## src/rtl/led_pattern_sched.sv

```systemverilog
`default_nettype none
// ============================================================================
// Module      : led_pattern_sched
// Description : Shares one LED among NREQ requesters. A round-robin arbiter
//               grants the LED, then a blink code of N flashes and a dark gap
//               is played. Optional idle heartbeat: LED_IDLE_HEARTBEAT_EN.
// Revision    : 1.0 - initial release
// ============================================================================
module led_pattern_sched #(
    parameter int OSC_CLOCK = 27000000,
    parameter int TICK_HZ   = 100,
    parameter int NREQ      = 4,
    parameter int ON_TICKS  = 25,
    parameter int OFF_TICKS = 25,
    parameter int GAP_TICKS = 100
) (
    input  logic              in_clk,
    input  logic              reset,
    input  logic [NREQ-1:0]   req,
    input  logic [4*NREQ-1:0] blink_cnt,
    output logic              led,
    output logic [NREQ-1:0]   grant,
    output logic              busy,
    output logic              done
);

    localparam int c_TICK_DIV = (OSC_CLOCK / TICK_HZ < 1) ? 1 : OSC_CLOCK / TICK_HZ;
    localparam int c_PW       = (c_TICK_DIV > 1) ? $clog2(c_TICK_DIV) : 1;
    localparam int c_IW       = $clog2(NREQ);
    localparam logic [c_PW-1:0] c_PRESC_MAX = c_PW'(c_TICK_DIV - 1);

    localparam logic [1:0] c_ST_IDLE = 2'd0;
    localparam logic [1:0] c_ST_ON   = 2'd1;
    localparam logic [1:0] c_ST_OFF  = 2'd2;
    localparam logic [1:0] c_ST_GAP  = 2'd3;

`ifdef LED_IDLE_HEARTBEAT_EN
    localparam int c_HB_TICKS = (TICK_HZ / 2 < 1) ? 1 : TICK_HZ / 2;
    localparam logic [15:0] c_HB_MAX = 16'(c_HB_TICKS - 1);
    logic [15:0] r_hb_cnt;
`endif

    logic [1:0]      r_state;
    logic [c_PW-1:0] r_presc;
    logic [15:0]     r_phase;
    logic [c_IW-1:0] r_rr_ptr;
    logic [3:0]      r_remaining;

    logic            w_tick;
    logic            w_phase_done;
    logic            w_found;
    logic            w_owner_req;
    logic [c_IW-1:0] w_winner;
    logic [c_IW-1:0] w_idx;
    logic [c_IW-1:0] w_next_ptr;
    logic [3:0]      w_nibble;
    logic [3:0]      w_count;
    logic [15:0]     w_limit;

    assign w_tick      = (r_presc == c_PRESC_MAX);
    assign w_owner_req = |(req & grant);

    // First set request at or after the round-robin pointer, wrapping at NREQ.
    always_comb begin
        w_found  = 1'b0;
        w_winner = '0;
        w_idx    = '0;
        for (int k = 0; k < NREQ; k++) begin
            w_idx = c_IW'((int'(r_rr_ptr) + k) % NREQ);
            if (!w_found && req[w_idx]) begin
                w_found  = 1'b1;
                w_winner = w_idx;
            end
        end
    end

    assign w_next_ptr = (w_winner == c_IW'(NREQ - 1)) ? '0 : w_winner + c_IW'(1);
    assign w_nibble   = blink_cnt[{w_winner, 2'b00} +: 4];
    assign w_count    = (w_nibble == 4'd0) ? 4'd1 : w_nibble;

    always_comb begin
        w_limit = 16'(GAP_TICKS - 1);
        case (r_state)
            c_ST_ON:  w_limit = 16'(ON_TICKS - 1);
            c_ST_OFF: w_limit = 16'(OFF_TICKS - 1);
            default:  ;
        endcase
    end

    assign w_phase_done = w_tick && (r_phase == w_limit);

    always_ff @(posedge in_clk or posedge reset) begin
        if (reset) begin
            r_state     <= c_ST_IDLE;
            led         <= 1'b0;
            grant       <= '0;
            busy        <= 1'b0;
            done        <= 1'b0;
            r_presc     <= '0;
            r_phase     <= '0;
            r_rr_ptr    <= '0;
            r_remaining <= '0;
`ifdef LED_IDLE_HEARTBEAT_EN
            r_hb_cnt    <= '0;
`endif
        end else begin
            done    <= 1'b0;
            r_presc <= w_tick ? '0 : r_presc + c_PW'(1);
            if (w_tick) begin
                r_phase <= r_phase + 16'd1;
            end

            case (r_state)
                c_ST_IDLE: begin
                    if (w_found) begin
                        r_state     <= c_ST_ON;
                        grant       <= NREQ'(1) << w_winner;
                        busy        <= 1'b1;
                        led         <= 1'b1;
                        r_remaining <= w_count;
                        r_rr_ptr    <= w_next_ptr;
                        r_presc     <= '0;
                        r_phase     <= '0;
                    end
`ifdef LED_IDLE_HEARTBEAT_EN
                    else if (w_tick) begin
                        if (r_hb_cnt == c_HB_MAX) begin
                            r_hb_cnt <= '0;
                            led      <= ~led;
                        end else begin
                            r_hb_cnt <= r_hb_cnt + 16'd1;
                        end
                    end
`endif
                end

                default: begin
                    // Owner withdrawing its request aborts without a done pulse.
                    if (!w_owner_req) begin
                        r_state     <= c_ST_IDLE;
                        led         <= 1'b0;
                        grant       <= '0;
                        busy        <= 1'b0;
                        r_phase     <= '0;
                        r_remaining <= '0;
`ifdef LED_IDLE_HEARTBEAT_EN
                        r_hb_cnt    <= '0;
`endif
                    end else if (w_phase_done) begin
                        r_phase <= '0;
                        case (r_state)
                            c_ST_ON: begin
                                r_state     <= c_ST_OFF;
                                led         <= 1'b0;
                                r_remaining <= r_remaining - 4'd1;
                            end
                            c_ST_OFF: begin
                                if (r_remaining != 4'd0) begin
                                    r_state <= c_ST_ON;
                                    led     <= 1'b1;
                                end else begin
                                    r_state <= c_ST_GAP;
                                end
                            end
                            default: begin
                                r_state  <= c_ST_IDLE;
                                done     <= 1'b1;
                                grant    <= '0;
                                busy     <= 1'b0;
`ifdef LED_IDLE_HEARTBEAT_EN
                                r_hb_cnt <= '0;
`endif
                            end
                        endcase
                    end
                end
            endcase
        end
    end

endmodule
`default_nettype wire

```

## config.mk

```make
export PLATFORM = sky130hd
export DESIGN_NAME = led_pattern_sched
export DESIGN_NICKNAME = d
export VERILOG_FILES = /design/src/rtl/led_pattern_sched.sv
export SDC_FILE = /design/constraint.sdc
export NUM_CORES = 1
export LEC_CHECK = 0
export CORE_MARGIN = 4
export CORE_UTILIZATION = 51
export DETAILED_ROUTE_END_ITERATION = 7
export PLACE_DENSITY_LB_ADDON = 0.3
export SLEW_MARGIN = 20
export SYNTH_ARGS = -nofsm -noshare
export SYNTH_HDL_FRONTEND = slang
export SYNTH_SLANG_ARGS = --single-unit
```

## constraint.sdc

```tcl
create_clock -name in_clk -period 2.1 [get_ports in_clk]
set_input_delay 0.525 -clock in_clk [delete_from_list [all_inputs] [get_ports in_clk]]
set_output_delay 0.525 -clock in_clk [all_outputs]
set_load 0.01 [all_outputs]
```

==> reports/results.txt <==
DR iter-0 viols -> 130
unrepaired setup endpoints after global routing -> yes
global-route wire length before repair -> 11.58 mm
mux contribution to synthesized area -> 4.597%
Max-slew headroom -> 76.22%
antenna violations before repair -> 0
Post-Route WL -> 6.614 mm
Sinks on Clock Net -> 50
effective utilization at floorplan -> 52.40%
Wirelength per Cell -> 13.98 um
post-detailed-route DRC marker count -> 0
site row count -> 27
number of primary I/O pins -> 29
Layout area overhead -> 35.60%
final cycle utilization of the critical path -> 103.9%
share of power burned in registers -> 31.6%
number of max-slew violations in the final report -> 0
post-synthesis average cell area -> 9.218 um^2
CP Max Fanout -> 5
number of max-capacitance violations reported -> 0
post-route worst hold slack -> 0.4968 ns
main area contributors after synthesis -> sky130_fd_sc_hd__dfrtp_1 (43%), sky130_fd_sc_hd__nor2_1 (6.4%), sky130_fd_sc_hd__ha_1 (5.2%), sky130_fd_sc_hd__xnor2_1 (4.6%), sky130_fd_sc_hd__mux2i_1 (3.8%)
final RePlAce weighted congestion -> 0.9086
proportion of layout cells with a drive suffix above 1 -> 24.69%
number of enable-type register cells in the synthesized netlist -> 0
delay-heaviest family, CP -> compound AO/OA/AOI/OAI gates
Final Skew -> 0.01098 ns
number of different library cells in the post-synthesis netlist -> 50
worst-margin pin slew -> 0.3567 ns
average vias per placed instance -> 5.457
Die Y-Extent -> 83.22 um
number of diodes added for antenna fixing -> 0
combinational share of power -> 50.7%
status -> finished, violations left
vias after detailed routing -> 2581
Crit. End Element -> flip-flop
Largest stage delay, worst path -> 0.55 ns
post-DP HPWL -> 4.869 mm
GRT Residual Overflow -> 0
min-delay worst type -> flip-flop to flip-flop
part of the total power dissipated in the clock network -> 17.7%
Net Switching -> 1.521 mW
Cell Int Power -> 2.475 mW
Total Routing Usage GR -> 19.82%
clock buffer depth -> 2
Hold Buf Count CTS -> 0
Compound-Gate Fraction of Synth Area -> 12.19%
Final Cell Area -> 3913 um^2
die width -> 83.22 um
Post-synth top flop -> sky130_fd_sc_hd__dfrtp_1
synthesis warning total -> 0
Tmin final -> 2.181 ns
leakage power total -> 1.781 nW
H-tree depth -> 2
startpoint type of the worst setup path -> flip-flop
number of I/O port buffers -> 28
number of instances in the synthesized netlist -> 313
power per cell area -> 1021 nW/um^2
required time reported for the critical path endpoint -> 2.31 ns
register area share after synthesis -> 43.37%
worst setup margin -> -0.08132 ns
failing checks -> negative setup slack
largest family of logic cells by synthesized area -> simple AND/OR/NAND/NOR gates
post-synthesis share of cell area spent on and, or, nand and nor gates -> 23.76%
post-detailed-placement cell area -> 3647 um^2
largest net degree at the start of global routing -> 51
Pre-Repair DR Iteration Count -> 4
adder and majority cell fraction of the synthesized area -> 5.204%
CTS buffer count -> 5
proportion of total power due to net switching -> 38.07%
final hold violations -> 0
number of global-route vias before repair -> 2564
final std cells w/o fill -> 473
die area -> 6925 um^2
Setup violations, final -> 26
WP buf/inv -> 1
# nets final -> 434
Yosys reg bits -> 50
total nets after synthesis -> 347
core area -> 5507 um^2
master of the slowest instance on the critical path -> sky130_fd_sc_hd__or4_4
clock insertion delay at the later pin of the skew report -> 0.31 ns
most area-hungry cell type in the Yosys netlist -> sky130_fd_sc_hd__dfrtp_1
area share of the leading cell type in the synthesized netlist -> 43.37%
max frequency -> 458.4 MHz
post-synthesis share of cell area spent on xor and xnor gates -> 7.589%
cell area after technology mapping -> 2885 um^2
CTS root buf -> sky130_fd_sc_hd__clkbuf_8
series of cell instances along the critical path -> or4_4 -> a2111o_1 -> a21oi_4 -> buf_6 -> a21oi_2 -> a31oi_1
clock tree from TritonCTS -> built
antenna-violating nets left -> 0
CTS clock-pin slew for the worst setup and hold paths -> 0.09 ns
post-synthesis async set-or-reset flop share -> 100.0%
Arr. time, crit path -> 2.39 ns
kind of critical path -> flip-flop to flip-flop
Placed Instances -> 460
Worst IR Drop VDD -> 610.9 uV
[final timing paths]
check | from | endpoint | slack, ns | cells after the start
worst max-delay path | r_presc[4]$_DFF_PP0_ | led$_DFFE_PP0P_ | -0.08 | 6
worst min register to register | busy$_DFFE_PP0P_ | busy$_DFFE_PP0P_ | 0.50 | 1
max in group asynchronous | reset | r_remaining[0]$_DFFE_PP0P_ | 1.28 | 3
min in group asynchronous | reset | grant[0]$_DFFE_PP0P_ | 0.56 | 3
worst max register to register | r_presc[4]$_DFF_PP0_ | led$_DFFE_PP0P_ | -0.08 | 6
worst min-delay path | busy$_DFFE_PP0P_ | busy$_DFFE_PP0P_ | 0.50 | 1
[flip-flops by register name, indices dropped and copies added, names as in the netlist]
register / cells
r_presc: 19
r_phase: 16
grant: 4
r_remaining: 4
r_rr_ptr: 2
r_state: 2
busy: 1
done: 1
led: 1
[kinds of logic after synthesis]
group / Yosys count
compound gates: 55
flops: 50
simple gates: 135
fa+ha+maj: 12
buf+inv: 23
mux: 13
xor+xnor: 25
[timing repair]
item	in CTS	in global routing
gates resized for setup	16	12
setup buffers	4	1
pin swaps	12	6
gates cloned	0	0
endpoints found under the hold margin	0	0
endpoints found under the setup margin	29	29
[final cells by class]
type                       instances  area (um^2)
sequential                        50         1251
clock buffer                       5        68.82
clock inverter                     3        48.80
timing repair buffer              86        755.7
inverter                          17        63.81
fill                             393         1594
tap                               72        90.09
multi-input combinational        240         1634
[placed cells by master, fill, tap and decap left out, types with 4 or more instances in the layout]
cell type,synthesis,final
sky130_fd_sc_hd__buf_4,2,53
sky130_fd_sc_hd__nand3_1,12,12
sky130_fd_sc_hd__o22ai_1,4,4
sky130_fd_sc_hd__clkdlybuf4s50_1,0,25
sky130_fd_sc_hd__dfrtp_1,50,50
sky130_fd_sc_hd__clkbuf_8,0,5
sky130_fd_sc_hd__or3_1,7,7
sky130_fd_sc_hd__nor3_1,5,4
sky130_fd_sc_hd__nor2_1,49,45
sky130_fd_sc_hd__o21ai_0,10,10
sky130_fd_sc_hd__nand2_1,26,25
sky130_fd_sc_hd__inv_2,1,4
sky130_fd_sc_hd__and3_1,8,8
sky130_fd_sc_hd__mux2i_1,11,11
sky130_fd_sc_hd__xnor2_1,15,15
sky130_fd_sc_hd__inv_1,15,12
sky130_fd_sc_hd__nand4_1,6,6
sky130_fd_sc_hd__xor2_1,10,10
sky130_fd_sc_hd__a22o_1,4,4
sky130_fd_sc_hd__a21oi_1,17,14
sky130_fd_sc_hd__ha_1,12,11
sky130_fd_sc_hd__nor2_2,1,4
[power groups by stage]
stage / combinational [mW] / clock, mW / sequential (mW)
after floorplan: 1.00 / 0 / 1.27
after global placement: 1.74 / 0 / 1.26
after detailed placement: 1.77 / 0 / 1.27
after CTS: 1.92 / 0.727 / 1.26
after global routing: 2.22 / 0.762 / 1.29
final: 2.02 / 0.708 / 1.26
[cells in the mapped netlist, types with 2 or more instances]
| library cell | instances |
|---|---|
| sky130_fd_sc_hd__a21oi_1 | 17 |
| sky130_fd_sc_hd__a22o_1 | 4 |
| sky130_fd_sc_hd__a22oi_1 | 2 |
| sky130_fd_sc_hd__a31oi_1 | 3 |
| sky130_fd_sc_hd__and2_1 | 3 |
| sky130_fd_sc_hd__and3_1 | 8 |
| sky130_fd_sc_hd__buf_4 | 2 |
| sky130_fd_sc_hd__clkbuf_1 | 3 |
| sky130_fd_sc_hd__dfrtp_1 | 50 |
| sky130_fd_sc_hd__ha_1 | 12 |
| sky130_fd_sc_hd__inv_1 | 15 |
| sky130_fd_sc_hd__mux2_2 | 2 |
| sky130_fd_sc_hd__mux2i_1 | 11 |
| sky130_fd_sc_hd__nand2_1 | 26 |
| sky130_fd_sc_hd__nand3_1 | 12 |
| sky130_fd_sc_hd__nand4_1 | 6 |
| sky130_fd_sc_hd__nand4_2 | 2 |
| sky130_fd_sc_hd__nor2_1 | 49 |
| sky130_fd_sc_hd__nor2b_1 | 2 |
| sky130_fd_sc_hd__nor3_1 | 5 |
| sky130_fd_sc_hd__nor3_2 | 2 |
| sky130_fd_sc_hd__nor3_4 | 2 |
| sky130_fd_sc_hd__nor4_1 | 5 |
| sky130_fd_sc_hd__o211ai_1 | 2 |
| sky130_fd_sc_hd__o21ai_0 | 10 |
| sky130_fd_sc_hd__o22ai_1 | 4 |
| sky130_fd_sc_hd__o31ai_1 | 2 |
| sky130_fd_sc_hd__or3_1 | 7 |
| sky130_fd_sc_hd__xnor2_1 | 15 |
| sky130_fd_sc_hd__xor2_1 | 10 |
[through the flow]
step | utilization (%) | setup WS [ns] | power [mW] | TNS, ns
after CTS | 70.05 | -0.05586 | 3.901 | -0.05586
after detailed placement | 66.23 | -0.4690 | 3.042 | -9.425
after global placement | 66.23 | -0.3749 | 3.000 | -7.605
after floorplan | - | 0.003001 | 2.274 | 0
final | 71.05 | -0.08132 | 3.996 | -0.8650
after global routing | 71.05 | -0.2152 | 4.269 | -4.215
[worst register-to-register path, delay by kind of cell (launching register included)]
kind	cells	cell delay, ns
flops	1	0.40
buf+inv	1	0.14
simple gates	1	0.55
compound gates	4	1.02
[per-layer routing]
metal	vias to the layer above	track usage (%)	share of wire, %
li1	1277	-	-
met1	1255	26.74	47
met2	42	33.38	49
met3	7	3.175	2.3
met4	0	4.755	1.1
met5	-	0	0
(Power assumes the default switching activity.)
